### src/rtl/ov_uart_pkg.sv
// Shared constants, state encoding and baud divider helper for the camera UART frame sender.
package ov_uart_pkg;

  localparam int unsigned CNT_W          = 17;
  localparam int unsigned PIX_W          = 16;
  localparam int unsigned IMAGE_SIZE_DEF = 76800;

  localparam logic [7:0] HDR0  = 8'h01;
  localparam logic [7:0] HDR1  = 8'hFE;
  localparam logic [7:0] TAIL0 = 8'hFE;
  localparam logic [7:0] TAIL1 = 8'h01;

  typedef enum logic [2:0] {
    ST_IDLE,
    ST_HDR,
    ST_FETCH,
    ST_LATCH,
    ST_SEND_HI,
    ST_SEND_LO,
    ST_TAIL
  } state_t;

  // Rounded clock cycles per UART bit.
  function automatic int unsigned calc_div(input int unsigned clk_freq, input int unsigned baud);
    return (clk_freq + baud / 2) / baud;
  endfunction

endpackage

### src/rtl/ov_uart_frame_tx_if.sv
// Read side of the capture-stage pixel FIFO (normal-mode, read clock supplied by the reader).
interface ov_uart_frame_tx_if;
  logic                           r_empty;
  logic [ov_uart_pkg::PIX_W-1:0]  r_data;
  logic                           r_req;
  logic                           r_clk;

  modport master (input r_empty, input r_data, output r_req, output r_clk);
  modport slave  (output r_empty, output r_data, input r_req, input r_clk);
endinterface

### src/rtl/uart_byte_tx.sv
// 8N1 byte transmitter with built-in baud divider; line idles high.
module uart_byte_tx
  import ov_uart_pkg::*;
#(
  parameter int unsigned CLK_FREQ = 40000000,
  parameter int unsigned BAUD     = 921600
) (
  input  logic       S_CLK,
  input  logic       RST_N,
  input  logic       tx_start,
  input  logic [7:0] tx_byte,
  output logic       tx_busy,
  output logic       uart_txd
);

  localparam int unsigned DIV = calc_div(CLK_FREQ, BAUD);
  localparam int unsigned BCW = $clog2(DIV);

  logic [BCW-1:0] r_baud;
  logic [3:0]     r_bit;
  logic [9:0]     r_shift;
  logic           r_busy;
  logic           w_bit_end;

  assign w_bit_end = (r_baud == BCW'(DIV - 1));
  assign tx_busy   = r_busy;
  // Bit 0 of the shift register is the line itself, so reset forces the line high at once.
  assign uart_txd  = r_shift[0];

  always_ff @(posedge S_CLK or negedge RST_N) begin
    if (!RST_N) begin
      r_baud  <= '0;
      r_bit   <= '0;
      r_shift <= '1;
      r_busy  <= 1'b0;
    end else if (!r_busy) begin
      if (tx_start) begin
        r_shift <= {1'b1, tx_byte, 1'b0};
        r_baud  <= '0;
        r_bit   <= '0;
        r_busy  <= 1'b1;
      end
    end else if (w_bit_end) begin
      r_baud <= '0;
      if (r_bit == 4'd9) begin
        r_busy <= 1'b0;
      end else begin
        r_bit   <= r_bit + 4'd1;
        r_shift <= {1'b1, r_shift[9:1]};
      end
    end else begin
      r_baud <= r_baud + BCW'(1);
    end
  end

endmodule

### src/rtl/ov_uart_frame_tx.sv
// Drains the pixel FIFO and sends each frame as header, hi/lo pixel bytes and tail over UART.
module ov_uart_frame_tx
  import ov_uart_pkg::*;
#(
  parameter int unsigned CLK_FREQ   = 40000000,
  parameter int unsigned BAUD       = 921600,
  parameter int unsigned IMAGE_SIZE = IMAGE_SIZE_DEF
) (
  input  logic               S_CLK,
  input  logic               RST_N,
  input  logic               en,
  ov_uart_frame_tx_if.master fifo,
  output logic               uart_txd,
  output logic               busy,
  output logic               frame_done
);

  state_t           r_state;
  logic [1:0]       r_step;
  logic [CNT_W-1:0] r_cnt;
  logic [PIX_W-1:0] r_pix;
  logic             r_rd_req;
  logic             r_busy;
  logic             r_frame_done;
  logic             r_issued;

  logic             w_tx_busy;
  logic             w_tx_start;
  logic             w_free;
  logic [7:0]       w_tx_byte;
  logic [CNT_W-1:0] w_cnt_nxt;

  assign fifo.r_clk = ~S_CLK;
  assign fifo.r_req = r_rd_req;
  assign busy       = r_busy;
  assign frame_done = r_frame_done;
  assign w_cnt_nxt  = r_cnt + CNT_W'(1);
  // Transmitter can take a byte: idle, and no start still in flight from last cycle.
  assign w_free     = !w_tx_busy && !r_issued;

  // Byte launch is decided in the same cycle the transmitter frees up, keeping inter-byte gaps to one cycle.
  always_comb begin
    w_tx_start = 1'b0;
    w_tx_byte  = 8'h00;
    case (r_state)
      ST_HDR: begin
        w_tx_start = w_free;
        w_tx_byte  = r_step[0] ? HDR1 : HDR0;
      end
      ST_SEND_HI: begin
        w_tx_start = w_free;
        w_tx_byte  = r_pix[15:8];
      end
      ST_SEND_LO: begin
        w_tx_start = w_free;
        w_tx_byte  = r_pix[7:0];
      end
      ST_TAIL: begin
        w_tx_start = w_free && (r_step != 2'd2);
        w_tx_byte  = r_step[0] ? TAIL1 : TAIL0;
      end
      default: ;
    endcase
  end

  // Frame sequencer; the next pixel is fetched while the previous low byte is still on the line.
  always_ff @(posedge S_CLK or negedge RST_N) begin
    if (!RST_N) begin
      r_state      <= ST_IDLE;
      r_step       <= '0;
      r_cnt        <= '0;
      r_pix        <= '0;
      r_rd_req     <= 1'b0;
      r_busy       <= 1'b0;
      r_frame_done <= 1'b0;
      r_issued     <= 1'b0;
    end else begin
      r_issued     <= w_tx_start;
      r_rd_req     <= 1'b0;
      r_frame_done <= 1'b0;
      case (r_state)
        ST_IDLE: begin
          r_step <= '0;
          if (en) begin
            r_state <= ST_HDR;
            r_busy  <= 1'b1;
          end
        end
        ST_HDR: begin
          if (w_free) begin
            if (r_step[0]) begin
              r_step  <= '0;
              r_state <= ST_FETCH;
            end else begin
              r_step <= 2'd1;
            end
          end
        end
        ST_FETCH: begin
          if (!fifo.r_empty) begin
            r_rd_req <= 1'b1;
            r_state  <= ST_LATCH;
          end
        end
        // First cycle covers the request, second samples the FIFO output.
        ST_LATCH: begin
          if (r_step[0]) begin
            r_pix   <= fifo.r_data;
            r_step  <= '0;
            r_state <= ST_SEND_HI;
          end else begin
            r_step <= 2'd1;
          end
        end
        ST_SEND_HI: begin
          if (w_free) r_state <= ST_SEND_LO;
        end
        ST_SEND_LO: begin
          if (w_free) begin
            r_cnt   <= w_cnt_nxt;
            r_state <= (w_cnt_nxt == CNT_W'(IMAGE_SIZE)) ? ST_TAIL : ST_FETCH;
          end
        end
        ST_TAIL: begin
          if (w_free) begin
            if (r_step == 2'd2) begin
              r_frame_done <= 1'b1;
              r_busy       <= 1'b0;
              r_cnt        <= '0;
              r_step       <= '0;
              r_state      <= ST_IDLE;
            end else begin
              r_step <= r_step + 2'd1;
            end
          end
        end
        default: r_state <= ST_IDLE;
      endcase
    end
  end

  uart_byte_tx #(
    .CLK_FREQ (CLK_FREQ),
    .BAUD     (BAUD)
  ) u_byte_tx (
    .S_CLK    (S_CLK),
    .RST_N    (RST_N),
    .tx_start (w_tx_start),
    .tx_byte  (w_tx_byte),
    .tx_busy  (w_tx_busy),
    .uart_txd (uart_txd)
  );

endmodule

### src/flat_wrapper.sv
// flat-port wrapper written by rule: the top's interface ports become plain ports
module ov_uart_frame_tx_flat import ov_uart_pkg::*;
#(
  parameter int unsigned CLK_FREQ   = 40000000,
  parameter int unsigned BAUD       = 921600,
  parameter int unsigned IMAGE_SIZE = IMAGE_SIZE_DEF
)
  (S_CLK, RST_N, en, uart_txd, busy, frame_done, fifo_r_empty, fifo_r_data, fifo_r_req, fifo_r_clk);
  ov_uart_frame_tx_if fifo_i ();
  input  logic S_CLK;
  input  logic RST_N;
  input  logic en;
  output logic uart_txd;
  output logic busy;
  output logic frame_done;
  input wire logic [$bits(fifo_i.r_empty)-1:0] fifo_r_empty;
  input wire logic [$bits(fifo_i.r_data)-1:0] fifo_r_data;
  output wire logic [$bits(fifo_i.r_req)-1:0] fifo_r_req;
  output wire logic [$bits(fifo_i.r_clk)-1:0] fifo_r_clk;
  assign fifo_i.r_empty = fifo_r_empty;
  assign fifo_i.r_data = fifo_r_data;
  assign fifo_r_req = fifo_i.r_req;
  assign fifo_r_clk = fifo_i.r_clk;
  ov_uart_frame_tx #(.CLK_FREQ(CLK_FREQ), .BAUD(BAUD), .IMAGE_SIZE(IMAGE_SIZE)) u_core (.S_CLK(S_CLK), .RST_N(RST_N), .en(en), .fifo(fifo_i), .uart_txd(uart_txd), .busy(busy), .frame_done(frame_done));
endmodule
### config.mk
export PLATFORM = sky130hd
export DESIGN_NAME = ov_uart_frame_tx_flat
export DESIGN_NICKNAME = d
export VERILOG_FILES = /design/src/rtl/ov_uart_pkg.sv /design/src/rtl/ov_uart_frame_tx_if.sv /design/src/rtl/uart_byte_tx.sv /design/src/rtl/ov_uart_frame_tx.sv /design/src/flat_wrapper.sv
export SDC_FILE = /design/constraint.sdc
export NUM_CORES = 1
export LEC_CHECK = 0
export BUFFER_PORTS_ARGS = -buffer_cell sky130_fd_sc_hd__buf_4
export CORE_MARGIN = 10
export CORE_UTILIZATION = 60
export DETAILED_ROUTE_END_ITERATION = 7
export PLACE_DENSITY = 0.81
export SLEW_MARGIN = 5
export SYNTH_ARGS = -nofsm -noshare
export SYNTH_HDL_FRONTEND = slang
export SYNTH_SLANG_ARGS = --single-unit
export TNS_END_PERCENT = 5
### constraint.sdc
create_clock -name S_CLK -period 2.4 [get_ports S_CLK]
set_clock_uncertainty 0.2 [all_clocks]
set_input_delay 0.24 -clock S_CLK [delete_from_list [all_inputs] [get_ports S_CLK]]
set_output_delay 0.24 -clock S_CLK [all_outputs]
set_load 0.005 [all_outputs]
# == After elaboration in Yosys (flattened, before gate mapping) ==
# Index checks and enable logic that the tools add are counted.
# classes
addsub,4
n_mul,0
div_mod_pow,0
order_cmp,0
eq_ne,22
shifts,0
muxes,48
bitwise_logic,1
reduce_logical,16
# op_table
cell,count
$mux W17,3
$mux W10,4
$pmux W17 S2,1
$pmux W8 S4,1
$mux W3,10
$pmux W3 S7,1
$mux W6,3
$add A17 B1 Y17 const B,1
$eq A17 B17 Y1 const B,1
$mux W4,4
$mux W8,2
$ne A2 B1 Y1 const B,8
$mux W1,13
$eq A3 B3 Y1 const B,3
$reduce_and A9 Y1,1
$ne A2 B2 Y1 const B,4
$pmux W2 S4,1
$reduce_and A4 Y1,2
$add A6 B1 Y6 const B,1
$eq A3 B2 Y1 const B,2
$eq A6 B6 Y1 const B,1
$mux W2,3
$reduce_and A3 Y1,2
$reduce_bool A2 Y1,3
13 further kinds,16
# totals
reg_bits,63
latchBits,0
ram_bits,0
romBits,0
inputBits,20
output_inout_bits,5
memories,0

# == Longest topological paths before layout ==
# Gate-level depths: netlist of the first run.
# logic_depth
depth_word,6
depth_mapped,8
mapped_depth_nobuf,7

# == Hierarchy ==
# From an unflattened synthesis of the first run, not the netlist that was laid out.
# hier_totals
cells_unflattened,370
area_unflattened_um2,3439.5
# by_module_without_submodules
mod,instances,cells_per_inst,area_per_inst_um2
ov_uart_frame_tx,1,264,2387.3
uart_byte_tx,1,106,1052.3

==> results of run 1 <==
[kinds of logic (layout without fill, tap and decap cells)]
group,Yosys count,in the layout,share of synthesized area [%]
buffers and inverters,44,84,6.75
AOI/OAI and AO/OA,109,109,18.9
DFF,62,62,43.0
xor gates and xnor gates,14,14,3.37
and+or+nand+nor,106,106,17.2
adders and majority gates,6,6,2.07
muxes,28,28,8.67
[through the flow]
stage / cells / cell area (µm²)
global route: 484 / 4180
CTS: 484 / 4170
global placement: 450 / 3800
detailed placement: 450 / 3800
finish: 484 / 4180
floorplan: 369 / 3630
[cell usage in the layout (no fill, tap or decap), types with 4 or more instances in the layout]
cell type / n
a221oi_1: 7
mux2_2: 22
nand2_1: 24
o22ai_1: 4
and3_1: 8
a21o_1: 4
nand4_1: 6
inv_1: 16
xnor2_1: 8
dlygate4sd3_1: 18
nor3_1: 4
nand2b_1: 5
a21oi_1: 27
dfrtp_1: 53
nand3_1: 12
a31oi_1: 6
o21ai_0: 40
buf_4: 35
clkbuf_8: 10
dfstp_2: 9
ha_1: 5
xor2_1: 6
nor2_1: 19
[repair_timing]
action                                  in CTS  in global routing
endpoints found under the setup margin       0                  2
hold buffers                                18                  0
gates resized for setup                      0                  2
endpoints found under the hold margin       70                  0
[state kept, by name, summed over array words and instances, names as in the netlist, 2 cells and up]
signal / cells
u_core.r_cnt: 17
u_core.r_pix: 16
u_core.r_step: 2
u_core.u_byte_tx.r_baud: 6
u_core.u_byte_tx.r_shift: 9
u_core.u_byte_tx.r_bit: 4
u_core.r_state: 3
[how the worst max path moves through the flow]
stage,to,slack [ns],cells after the start
after floorplan,u_core.r_state[2],0.40,7
after global placement,u_core.r_state[2],0.31,6
after detailed placement,u_core.r_state[2],0.12,6
after CTS,u_core.r_state[2],0.06,6
after global routing,u_core.r_state[2],-0.005,6
final,u_core.r_state[2],0.18,6
[cell type report]
class                           count  area (µm²)  area share [%]
Inverter                           14        52.6            1.26
Timing Repair Buffer               52         435            10.4
Sequential cell                    62        1560            37.4
Clock inverter                      6        26.3           0.629
Multi-Input combinational cell    263        1830            43.9
Clock buffer                       12         170            4.08
Tap cell                           75        93.8            2.25
[power by group]
group          internal [mW]  leakage [nW]  switching [mW]
Sequential              1.43         0.770           0.349
Clock                  0.476         0.117           0.419
Combinational          0.750         0.984           0.740
Total                   2.65          1.87            1.51
[routing by layer]
layer	track usage, %	vias up	wire, µm
li1	-	1403	-
met4	6.94	0	116
met3	3.88	14	395
met5	0	-	0
met2	25.4	96	3760
met1	20.8	1423	3660
[worst max-delay path, stage by stage, from the launching register on]
cell      delay, ns
dfrtp_1        0.51
ha_2           0.33
and3_1         0.28
a31oi_1        0.13
nor3_1         0.24
nor4bb_1       0.31
a31o_1         0.17
==> metrics.yaml, run 1 <==
powerDensity_mw_per_mm2: 997
min-delay-start: "en"
maxCapViolCount: 0
hold_depth: 3
grt_pass1_vias: 2799
grt_start_max_net_pins: 63
first_iter_violations: 243
irDropWorstVdd_uv: 719
drive_above_1_share_pct: 24.2
slew-limit-headroom_pct: 48.7
yosysWarnings: 0
ys_seq_area_share_pct: 43.0
area_growth_pct: 14.9
synth_edf_count: 0
final_util_pct: 70.9
portBuffers: 24
via_per_inst: 6.07
hold_viol: 0
clk_latency_ns: 0.33
post_drt_wl_per_cell_um: 16.4
ys_seq_elements: 62
min_period_over_period_pct: 92.5
synth-main-ff-cell: "dfrtp_1"
cts_tree: "built"
ctsLongestPathBuffers: 2
postRouteAntennaNets: 0
grt_pass1_wl_um: 13200
gp_congestion: 0.831
cts_root_buf: "clkbuf_8"
p_leak_nw: 1.87
start_kind: "flop"
grt_remaining_overflow: 0
r2r_start: "u_core.r_cnt[0]"
nets: 430
r2r_end: "u_core.r_state[2]"
core_area_mm2: 0.00589
route.vias.total: 2936
timing.setup.tns_ns: 0
hp-class: "in -> reg"
critPathCaptureType: "flop"
layout_min_cycle_time_ns: 2.22
async_flop_share_pct: 100
grtUsageTotal_pct: 16.2
maxSlewViolCount: 0
die_w_um: 97.8
dp_slack_ns: 0.118
worstRegToRegCells: 6
min_to: "u_core.busy"
drt_wl_total_um: 7930
cp_max_fo: 9
cts.htree.levels: 3
rrSetupSlack_ns: 0.18
syn_nets: 395
post_cts_buffers: 0
worstMarginPinSlew_ns: 0.770
status: "finished clean"
setup_viol: 0
yosysTopAreaCell: "dfrtp_1"
syn_avg_cell_area_um2: 9.85
numCtsBuffers: 9
hold_ws_ns: 0.0456
synth.most_common_cell: "dfrtp_1"
dieArea_mm2: 0.00957
synth_cell_types: 64
die-height_um: 97.8
setup.worst_path.class: "reg -> reg"
critPathArrivalTime_ns: 2.30
synth_area_mm2: 0.00363
fillers: 420
drc: 0
syn_inst: 369
antenna_cells: 0
antenna_found_initial: 0
ios: 25
rows: 28
fin_ws_ns: 0.179
clkTransAtPathRegs_ns: 0.07
netlist_top_cells_area: "dfrtp_1, mux2_2, dfstp_2"
total_power_mw: 4.16
synth_commonest_cells: "dfrtp_1, o21ai_0, a21oi_1"
start_util_pct: 61.8
max_clock_freq_mhz: 450
dp.final_hpwl_um: 5170
synth_top_area_share_pct: 36.5
crit_required_ns: 2.47
startpoint: "u_core.r_cnt[0]"
dr.pass1.iters: 6
Note: power is estimated with default switching activity, not from simulation.
==> inputs of run 2 (changes only) <==
--- a/config.mk
+++ b/config.mk
@@ -7,11 +7,12 @@
 export LEC_CHECK = 0
 export BUFFER_PORTS_ARGS = -buffer_cell sky130_fd_sc_hd__buf_4
 export CORE_MARGIN = 10
-export CORE_UTILIZATION = 60
+export CORE_UTILIZATION = 50
 export DETAILED_ROUTE_END_ITERATION = 7
-export PLACE_DENSITY = 0.81
+export PLACE_DENSITY = 0.7
 export SLEW_MARGIN = 5
 export SYNTH_ARGS = -nofsm -noshare
 export SYNTH_HDL_FRONTEND = slang
+export SYNTH_HIERARCHICAL = 1
 export SYNTH_SLANG_ARGS = --single-unit
 export TNS_END_PERCENT = 5
==> run 2 against run 1 <==
Non-clock buffer count rose by 1; critical path depth did not move; sequential power fell by 8%.
==> metrics.yaml, run 2 <==
status: "finished clean"  # unchanged
ios: 25  # unchanged
ys_seq_area_share_pct: 45.4  # was 43.0%
timing.setup.tns_ns: 0  # unchanged
antenna_cells: 0  # unchanged
crit_required_ns: 2.46  # was 2.47 ns
maxCapViolCount: 0  # unchanged
via_per_inst: 6.10  # was 6.07
nets: 442  # was 430
netlist_top_cells_area: "dfrtp_1, dfstp_2, o21ai_0"  # was dfrtp_1, mux2_2, dfstp_2
post_drt_wl_per_cell_um: 16.0  # was 16.4 µm
setup.worst_path.class: "reg -> reg"  # unchanged
grt_pass1_wl_um: 13700  # was 13200 µm
die-height_um: 103  # was 97.8 µm
postRouteAntennaNets: 0  # unchanged
cts_root_buf: "clkbuf_8"  # unchanged
post_cts_buffers: 0  # unchanged
synth_top_area_share_pct: 38.6  # was 36.5%
finalNonFillerCells: 502  # was 484
power.switching_mw: 1.06  # was 1.51 mW
reg.largest.list: "u_core/r_cnt (17), u_core/r_pix (16), u_core/u_byte_tx/r_shift (9)"  # was u_core.r_cnt (17), u_core.r_pix (16), u_core.u_byte_tx.r_shift (9)
setup_viol: 0  # unchanged
area_growth_pct: 19.3  # was 14.9%
p_sw_share_pct: 30.9  # was 36.2%
largest_reg_flops: 17  # unchanged
synth-main-ff-cell: "dfrtp_1"  # unchanged
place_inst: 468  # was 450
slew-limit-headroom_pct: 48.9  # was 48.7%
cp_max_fo: 7  # was 9
rsz0062_at_grt: "no"
drt_wl_total_um: 8060  # was 7930 µm
maxSlewViolCount: 0  # unchanged
hp-class: "in -> reg"  # unchanged
internal_power_mw: 2.38  # was 2.65 mW
synth_cell_types: 62  # was 64
cts.htree.levels: 3  # unchanged
synth.most_common_cell: "dfrtp_1"  # unchanged
start_kind: "flop"  # unchanged
ys_seq_elements: 62  # unchanged
grt_pass1_vias: 2865  # was 2799
critPathCaptureType: "flop"  # unchanged
irDropWorstVdd_uv: 553  # was 719 µV
powerDensity_mw_per_mm2: 838  # was 997 mW/mm²
drc: 0  # unchanged
grt_remaining_overflow: 0  # unchanged
syn_avg_cell_area_um2: 9.30  # was 9.85 µm²
die_w_um: 103  # was 97.8 µm
drive_above_1_share_pct: 21.8  # was 24.2%
dr.pass1.iters: 5  # was 6
top_register: "u_core/r_cnt"  # was u_core.r_cnt
layout_min_cycle_time_ns: 2.14  # was 2.22 ns
gp_congestion: 0.882  # was 0.831
grt_start_max_net_pins: 63  # unchanged
start_util_pct: 50.9  # was 61.8%
clkPwrFrac_pct: 27.0  # was 21.5%
portBuffers: 24  # unchanged
min_period_over_period_pct: 89.2  # was 92.5%
p_comb_share_pct: 25.4  # was 35.8%
yosysTopAreaCell: "dfrtp_1"  # unchanged
total_power_mw: 3.44  # was 4.16 mW
rows: 30  # was 28
antenna_found_initial: 0  # unchanged
clk_latency_ns: 0.34  # was 0.33 ns
route.vias.total: 3060  # was 2936
synth_edf_count: 0  # unchanged
async_flop_share_pct: 100  # unchanged
p_leak_nw: 1.74  # was 1.87 nW
dieArea_mm2: 0.0106  # was 0.00957 mm²
synth_commonest_cells: "dfrtp_1, o21ai_0, a21oi_1"  # unchanged
seqPwrFrac_pct: 47.6  # was 42.7%
final_common_cell: "dfrtp_1"  # unchanged
critPathArrivalTime_ns: 2.21  # was 2.30 ns
hold_viol: 0  # unchanged
cts_tree: "built"  # unchanged
clkTransAtPathRegs_ns: 0.07  # about the same
ctsLongestPathBuffers: 2  # unchanged
syn_inst: 370  # was 369
worstMarginPinSlew_ns: 0.767  # was 0.770 ns
synth_area_mm2: 0.00344  # was 0.00363 mm²
dp.final_hpwl_um: 5330  # was 5170 µm
core_area_mm2: 0.00676  # was 0.00589 mm²
yosysWarnings: 6  # was 0
first_iter_violations: 127  # was 243
numCtsBuffers: 9  # unchanged
grtUsageTotal_pct: 16.1  # was 16.2%
syn_nets: 395  # unchanged
max_clock_freq_mhz: 467  # was 450 MHz
final_cell_mix: "dfrtp_1, o21ai_0, buf_4"  # unchanged
[run 2: changes by cell type in the layout (fill, tap and decap cells not counted), sizes merged, moves of 6 or more]
cell   change
o22ai     +14
mux2       -9
nand2      +9
a21oi      +8
xnor2      -7
nor4       +6
o31ai      +6
[run 2: cells by family after synthesis]
kind of cell / after synthesis / share of synthesized area (%)
buffers and inverters: 30 / 3.86
and+or+nand+nor: 122 / 19.5
muxes: 19 / 6.11
xor gates and xnor gates: 3 / 0.764
AOI/OAI and AO/OA: 129 / 22.5
DFF: 62 / 45.4
adders and majority gates: 5 / 1.82
[run 2: metrics by stage]
stage / setup WS, ns / utilization (%) / instance area (µm²) / hold WS, ns
after floorplan: 0.0541 / - / 3450 / -0.256
after global placement: 0.250 / 55.2 / 3730 / 0.174
after detailed placement: 0.199 / 55.2 / 3730 / 0.172
after CTS: 0.164 / 60.7 / 4100 / 0.0421
after global routing: 0.0360 / 60.7 / 4100 / 0.0572
final: 0.258 / 60.7 / 4100 / 0.0595
[run 2: path summary, 6_finish.rpt]
path | from | to | slack (ns) | cells past startpoint
max | u_core/r_cnt[0] | u_core/r_state[2] | 0.26 | 6
min | en | u_core/busy | 0.06 | 3
max reg2reg | u_core/r_cnt[0] | u_core/r_state[2] | 0.26 | 6
min reg2reg | u_core/u_byte_tx/r_shift[0] | u_core/u_byte_tx/r_shift[0] | 0.29 | 2
max in group asynchronous | RST_N | u_core/r_pix[1] | 1.17 | 2
min in group asynchronous | RST_N | u_core/r_cnt[1] | 0.33 | 2
[run 2: power by group through the flow]
stage / Combinational (mW) / Clock (mW) / Sequential (mW)
after floorplan: 0.674 / 0.00954 / 1.56
after global placement: 0.821 / 0.0331 / 1.64
after detailed placement: 0.845 / 0.0331 / 1.65
after CTS: 0.872 / 0.953 / 1.63
after global routing: 0.988 / 1.01 / 1.68
final: 0.873 / 0.929 / 1.64
[run 2: critical path, cell delays in order, from the launching register on]
cell	delay, ns
dfrtp_1	0.45
ha_1	0.32
nand3_1	0.15
or4_4	0.44
a211oi_2	0.24
nand4_1	0.13
o21ai_1	0.15
[run 2: cell type report]
cell class / count / area [µm²]
Inverter: 11 / 41.3
Multi-Input combinational cell: 278 / 1760
Fill cell: 573 / 2650
Tap cell: 80 / 100
Sequential cell: 62 / 1560
Timing Repair Buffer: 53 / 443
Clock buffer: 13 / 153
Clock inverter: 5 / 48.8
[run 2: repair_timing]
item	CTS	global route
endpoints found under the setup margin	0	10
hold buffers	18	0
gates resized for setup	0	2
endpoints found under the hold margin	70	0
[run 2: per-layer routing]
| layer | up-vias | global-route usage (%) | routed length, µm | part of all wire [%] |
|---|---|---|---|---|
| met2 | 77 | 23.4 | 3640 | 45 |
| met3 | 10 | 3.95 | 464 | 5.8 |
| met5 | - | 0 | 0 | 0 |
| li1 | 1475 | - | - | - |
| met4 | 0 | 6.84 | 110 | 1.4 |
| met1 | 1498 | 22.3 | 3840 | 48 |
